`src/rtl/ika87ad_irq_arbiter.sv`:
```
// Interrupt arbiter: picks the highest-priority eligible source at an instruction boundary,
// holds the request until the core accepts or IE withdraws it, then emits one tick of acks.
module ika87ad_irq_arbiter (
  input  logic        i_EMUCLK,
  input  logic        i_MRST_n,
  input  logic        i_CEN,
  input  logic [10:0] i_IFLAG,
  input  logic [10:0] i_MASK,
  input  logic        i_IE,
  input  logic        i_BOUNDARY,
  input  logic        i_ACCEPT,
  input  logic        i_SKIT,
  input  logic [4:0]  i_SKIT_CODE,
  output logic        o_IRQ_REQ,
  output logic [15:0] o_VECTOR,
  output logic [10:0] o_AUTO_ACK,
  output logic        o_MANUAL_ACK,
  output logic [4:0]  o_MANUAL_CODE,
  output logic [10:0] o_MULTI,
  output logic        o_IE_CLR
);

  typedef enum logic [1:0] {
    S_IDLE = 2'd0,
    S_REQ  = 2'd1,
    S_ACK  = 2'd2
  } state_t;

  state_t      r_state;
  state_t      w_state_nxt;
  logic [3:0]  r_idx;
  logic [15:0] r_vector;
  logic [10:0] r_auto_ack;
  logic        r_ie_clr;
  logic        r_manual_ack;
  logic [4:0]  r_manual_code;

  logic [10:0] w_elig;
  logic [3:0]  w_win;
  logic [15:0] w_win_vec;
  logic        w_latch;
  logic        w_accept;
  logic [10:0] w_ack_onehot;

  // Both sources of a pair must be unmasked for the group to run in multi-IRQ mode.
  always_comb begin
    o_MULTI = '0;
    for (int g = 0; g < 5; g++) begin
      o_MULTI[2*g+1] = ~i_MASK[2*g+1] & ~i_MASK[2*g+2];
      o_MULTI[2*g+2] = ~i_MASK[2*g+1] & ~i_MASK[2*g+2];
    end
  end

  assign w_elig = i_IFLAG & ~(i_MASK & 11'h7FE) & {{10{i_IE}}, 1'b1};

  // Scan downward so the lowest eligible index is the last one written.
  always_comb begin
    w_win = 4'd0;
    for (int k = 10; k >= 0; k--) begin
      if (w_elig[k]) w_win = 4'(k);
    end
  end

  always_comb begin
    case (w_win)
      4'd0:          w_win_vec = 16'h0004;
      4'd1, 4'd2:    w_win_vec = 16'h0008;
      4'd3, 4'd4:    w_win_vec = 16'h0010;
      4'd5, 4'd6:    w_win_vec = 16'h0018;
      4'd7, 4'd8:    w_win_vec = 16'h0020;
      default:       w_win_vec = 16'h0028;
    endcase
  end

  always_comb begin
    w_state_nxt = r_state;
    w_latch     = 1'b0;
    w_accept    = 1'b0;
    case (r_state)
      S_IDLE: begin
        if (i_BOUNDARY && (|w_elig)) begin
          w_state_nxt = S_REQ;
          w_latch     = 1'b1;
        end
      end
      S_REQ: begin
        if (i_ACCEPT) begin
          w_state_nxt = S_ACK;
          w_accept    = 1'b1;
        end else if (!i_IE && (r_idx != 4'd0)) begin
          w_state_nxt = S_IDLE;
        end
      end
      S_ACK:   w_state_nxt = S_IDLE;
      default: w_state_nxt = S_IDLE;
    endcase
  end

  // NMI never has a multi bit, so it is always auto-acknowledged.
  assign w_ack_onehot = (11'd1 << r_idx) & ~o_MULTI;

  always_ff @(posedge i_EMUCLK or negedge i_MRST_n) begin
    if (!i_MRST_n) begin
      r_state       <= S_IDLE;
      r_idx         <= 4'd0;
      r_vector      <= 16'h0000;
      r_auto_ack    <= '0;
      r_ie_clr      <= 1'b0;
      r_manual_ack  <= 1'b0;
      r_manual_code <= 5'd0;
    end else if (i_CEN) begin
      r_state <= w_state_nxt;
      if (w_latch) begin
        r_idx    <= w_win;
        r_vector <= w_win_vec;
      end
      r_auto_ack    <= w_accept ? w_ack_onehot : 11'd0;
      r_ie_clr      <= w_accept;
      r_manual_ack  <= i_SKIT;
      r_manual_code <= i_SKIT ? i_SKIT_CODE : 5'd0;
    end
  end

  assign o_IRQ_REQ     = (r_state == S_REQ);
  assign o_VECTOR      = r_vector;
  assign o_AUTO_ACK    = r_auto_ack;
  assign o_IE_CLR      = r_ie_clr;
  assign o_MANUAL_ACK  = r_manual_ack;
  assign o_MANUAL_CODE = r_manual_code;

endmodule

```
`config.mk`:
```
export PLATFORM = sky130hd
export DESIGN_NAME = ika87ad_irq_arbiter
export DESIGN_NICKNAME = d
export VERILOG_FILES = /design/src/rtl/ika87ad_irq_arbiter.sv
export SDC_FILE = /design/constraint.sdc
export NUM_CORES = 1
export LEC_CHECK = 0
export ABC_AREA = 1
export BUFFER_PORTS_ARGS = -buffer_cell sky130_fd_sc_hd__buf_2
export CORE_MARGIN = 10
export CORE_UTILIZATION = 45
export DETAILED_ROUTE_END_ITERATION = 12
export GPL_ROUTABILITY_DRIVEN = 0
export PLACE_DENSITY = 0.79
export SETUP_SLACK_MARGIN = 0.2
export SLEW_MARGIN = 5
export SYNTH_ARGS = -nofsm -noshare
export SYNTH_HDL_FRONTEND = slang
export SYNTH_SLANG_ARGS = --single-unit
export TNS_END_PERCENT = 10
```
`constraint.sdc`:
```
create_clock -name i_EMUCLK -period 1.6 [get_ports i_EMUCLK]
set_input_delay 0.08 -clock i_EMUCLK [delete_from_list [all_inputs] [get_ports i_EMUCLK]]
set_output_delay 0.08 -clock i_EMUCLK [all_outputs]
set_load 0.01 [all_outputs]
```
**Word level (Yosys, flattened, before mapping)**

Memories as Yosys holds them, arrays and structs flattened. A register that Yosys moved wholly into a read port is not among the register bits.
Index checks and enable logic that the tools add are counted.

- Register bits: 40
- ROM bits: 64
- Input port bits: 34
- Output and inout port bits: 46
- Word-level logic and storage cells: 62
- Memories: 1

Memories:

| memory | depth | bits a word | read ports | clocked after Yosys merged registers in | write ports | RTL line | text |
|---|---|---|---|---|---|---|---|
| (name not given) | 16 | 4 | 1 | 1 | 0 | 65 | `case (w_win)` |

- Eq/ne operators: 3
- Shift-type cells: 1
- Muxes and demuxes: 21
- Bitwise gates (word level): 20
- Reductions and logical operators: 9

Operators by type and width:

| kind | count |
|---|---|
| 4-bit two-way mux | 11 |
| 11-bit AND | 3 |
| 11-bit inverter | 2 |
| 11-bit two-way mux | 1 |
| 11-bit OR reduction | 1 |
| 1-bit by 4-bit << shifter with 11-bit output, first input constant | 1 |
| 1-bit inverter | 10 |
| 2-bit two-way mux | 3 |
| 1-bit AND | 5 |
| 5-bit two-way mux | 1 |
| 1-bit two-way mux | 4 |
| 2-bit one-hot mux with 2 select lines | 1 |
| 4-bit nonzero test | 1 |
| 3-bit by 2-bit != test with 1-bit output, second input constant | 1 |
| 3-bit AND reduction | 1 |
| 2-bit by 1-bit equality test with 1-bit output, second input constant | 1 |
| 1-bit logical AND | 2 |
| 1-bit zero test | 2 |
| 2-bit zero test | 1 |
| 2-bit != test, second input constant | 1 |
| 2-bit AND reduction | 1 |

**Logic depth before layout (Yosys ltp)**

- Word-level depth: 14
- Gate-level depth with buffers: 17
- Mapped depth without buffers: 17

**Worst setup path after synthesis**

No wires, ideal clock.

- Kind: register to register
- From: register r_state[1]
- To: register r_auto_ack[4] (netlist: o_AUTO_ACK[4])
- Library setup time: 0.110 ns
- Arrival: 1.192 ns
- Required time: 1.490 ns
- Path slack: 0.297 ns
- Stages on the path, launching flop included: 6
- Path buffers: 0
- Period minus slack after synthesis: 1.303 ns
- Cells stage by stage: dfrtp_1 nor2_1 nand2_1 nor2_4 inv_1 o41ai_1

- Word-level cells in the longest chain between the ends: 3

Ends and longest elaborated chain:

| item | RTL line | text |
|---|---|---|
| start, declared | 29 | `state_t r_state;` |
| start signal, assigned | 112 | `r_state <= w_state_nxt;` |
| 2-bit by 1-bit equality test with 1-bit output | n/a |  |
| via o_IRQ_REQ | 14 | `output logic o_IRQ_REQ,` |
| 1-bit two-way mux | 79 | `case (r_state)` |
| 11-bit two-way mux | 117 | `r_auto_ack <= w_accept ? w_ack_onehot : 11'd0;` |
| end signal, assigned | 117 |  |
| end, declared | 33 | `logic [10:0] r_auto_ack;` |

The timed path passes the listed nets, and every way through them passes these cells.
A chain may end at the register's enable or synchronous reset.

**Worst setup path in the final report**

- From: register r_state[1]
- To: register r_auto_ack[4] (netlist: o_AUTO_ACK[4])

- Word-level cells in the longest chain between the ends: 3

Ends and longest elaborated chain:

| item | RTL line |
|---|---|
| 2-bit by 1-bit equality test with 1-bit output | 79 |
| 1-bit two-way mux | 79 |
| 11-bit two-way mux | 117 |

Every way passes these cells.

==> impl_metrics.tcl <==
set metrics [dict create \
    outcome "finished, final reports clean" \
    antenna_found_initial 0 \
    worstPathMaxFanout 8 \
    ant_nets 0 \
    seq_area_frac_synth 0.437 \
    arrival_ns 1.59 \
    drv_slew 0 \
    overflow 0 \
    power_density_nw_per_um2 894 \
    placed_cell_area_sq_um 1880 \
    busiest_layer "met2" \
    fin_setup_tns_ns 0 \
    setup_viol 0 \
    layout.nets 311 \
    rr_worst_depth 5 \
    yosys_warnings 0 \
    cts_buffer_depth 2 \
    met3_usage 0.0428 \
    initial_utilization 0.473 \
    drtIter0Drc 132 \
    critical_path.max_stage_delay_ns 0.44 \
    grt_use_total 0.138 \
    clock_latency_ns 0.33 \
    clk_pin_slew_worst_paths_ns 0.15 \
    period_share 0.852 \
    place_hpwl_um 3380 \
    cts-htree-levels 1 \
    syn_inst 205 \
    grt_pass1_wl_um 7210 \
    max_slew_margin 0.608 \
    endpoint_kind "flop" \
    fill_cells 299 \
    layout_commonest_cell "buf_2" \
    vias 1550 \
    yosys.area.top_type "dfrtp_1" \
    grt_pass1_vias 1631 \
    post-cts-setup-buffers 0 \
    final_cell_mix "65 x buf_2, 64 x nand2_1, 28 x dfrtp_1, 20 x nor2_1, 15 x inv_1" \
    worst-path-buf-inv 1 \
    die_width_um 79.7 \
    dieHeight_um 79.7 \
    port_buffers 65 \
    synth_cell_types 28 \
    drive_gt1_frac 0.311 \
    routedWlPerCell_um 13.6 \
    die-area_sq_um 6350 \
    wl_um 4340 \
    fmax_ghz 0.733 \
    drc 0 \
    grtUsageMet1 0.154 \
    met2_usage 0.225 \
    numCtsBuffers 3 \
    crit_slowest_cell "dfrtp_1" \
    critPathLaunchType "flop" \
    timing.max_cap.violations 0 \
    hold_path_class "in2reg" \
    grt_max_degree 29 \
    fin_worst_skew_ns 0.0106 \
    cp.required_ns 1.83 \
    clockRootBuffer "clkbuf_4" \
    via_per_inst 4.86 \
    core-area_sq_um 3390 \
    drt_pass1_iterations 4 \
    hold_depth 3 \
    design_area_sq_um 2020 \
    ios 80 \
    clkSinkCount 28 \
    min_period_ns 1.36 \
    antenna_cells 0 \
    tightest_slew_ns 0.588 \
    hold_viol 0 \
    crit_cells 5 \
    ys_top_cells_by_area "dfrtp_1 44%, nand2_1 15%, buf_4 8.4%, nor2_1 4.7%, nand3_1 4.1%" \
    ir_drop_mv 0.346 \
    ys_seq_elements 28 \
    cts_tree "yes" \
    syn-cell-area_sq_um 1600 \
    rsz0062_at_grt "yes" \
    syn_to_final_growth_pct 26.1 \
    avgSynthCellArea_sq_um 7.82 \
    critical_path.top_delay_family "flip-flops" \
    num_rows 21 \
    path_cells "nor2_1 -> nand2_1 -> nor2_4 -> inv_1 -> o41ai_2" \
    synth_top_area_frac 0.437 \
    critPathKind "reg2reg" \
    p_leak_nw 1.19 \
]
-- sequential cells by signal (all words and copies together) (netlist names) --
register,count
o_IE_CLR,1
o_AUTO_ACK,11
o_MANUAL_ACK,1
r_state,2
r_idx,4
o_MANUAL_CODE,5
o_VECTOR,4
-- synthesized netlist by cell type (all sizes together) --
| cell | number |
|---|---|
| nor4 | 1 |
| nand2 | 67 |
| a22o | 2 |
| inv | 18 |
| ha | 3 |
| nor3 | 3 |
| conb | 1 |
| clkbuf | 1 |
| o21ai | 8 |
| o41ai | 2 |
| o21a | 1 |
| buf | 20 |
| a21oi | 1 |
| nor2 | 26 |
| dfrtp | 28 |
| nand3 | 14 |
| o21bai | 1 |
| a32o | 4 |
| o31ai | 3 |
| nand3b | 1 |
-- stage by stage --
stage / setup WS (ns) / utilization / hold WS (ns) / std cells / power, W
finish: 0.236 / 0.596 / 0.0539 / 319 / 0.00181
global route: 0.156 / 0.596 / 0.0419 / 319 / 0.00193
CTS: 0.209 / 0.594 / 0.0370 / 319 / 0.00181
detailed placement: 0.0204 / 0.556 / 0.117 / 308 / 0.00134
global placement: 0.0793 / 0.556 / 0.116 / 308 / 0.00133
floorplan: 0.297 / - / -0.216 / 217 / 0.00118
-- cell type report --
type / count / area [sq um] / share of cell area
Clock buffer: 3 / 22.5 / 0.0111
Clock inverter: 1 / 30.0 / 0.0149
Multi-Input combinational cell: 150 / 739 / 0.366
Timing Repair Buffer: 73 / 403 / 0.199
Tap cell: 46 / 57.6 / 0.0285
Sequential cell: 28 / 701 / 0.347
Inverter: 18 / 67.6 / 0.0334
-- metal layers --
metal / up-vias / routed length, um
met5: - / 0
met2: 63 / 2060
li1: 762 / -
met4: 0 / 153
met3: 12 / 359
met1: 713 / 1770
-- cell families after synthesis --
logic type | count (synthesis) | synth area share
and+or+nand+nor | 112 | 0.300
buffers and inverters | 39 | 0.139
DFF | 28 | 0.437
AOI/OAI and AO/OA | 22 | 0.0984
adders and majority gates | 3 | 0.0234
other | 1 | 0.00234
-- where the power goes --
group	switching (W)	total (W)	internal [W]
Sequential	0.0000601	0.000849	0.000789
Combinational	0.000314	0.000500	0.000185
Clock	0.000203	0.000457	0.000253
-- worst paths after layout --
kind / startpoint / endpoint / slack [ns]
min: i_CEN / o_MANUAL_ACK / 0.05
min reg2reg: o_MANUAL_ACK / o_MANUAL_ACK / 0.50
max in group asynchronous: i_MRST_n / o_VECTOR[5] / 0.94
min in group asynchronous: i_MRST_n / o_MANUAL_CODE[0] / 0.27
max reg2reg: r_state[1] / o_AUTO_ACK[4] / 0.24
max: r_state[1] / o_AUTO_ACK[4] / 0.24
-- timing repair --
item                                   in CTS  in global routing
hold buffers                                7                  0
setup endpoints to repair                   1                  7
resized for setup                           1                  2
gates cloned                                0                  0
endpoints found under the hold margin      34                  0
-- worst register-to-register path, cell delays in order (launching register included) --
cell and delay, ns:
dfrtp_1 0.44, nor2_1 0.14, nand2_1 0.10, nor2_4 0.19, inv_1 0.16, o41ai_2 0.24
Note: power is estimated with default switching activity, not from simulation.
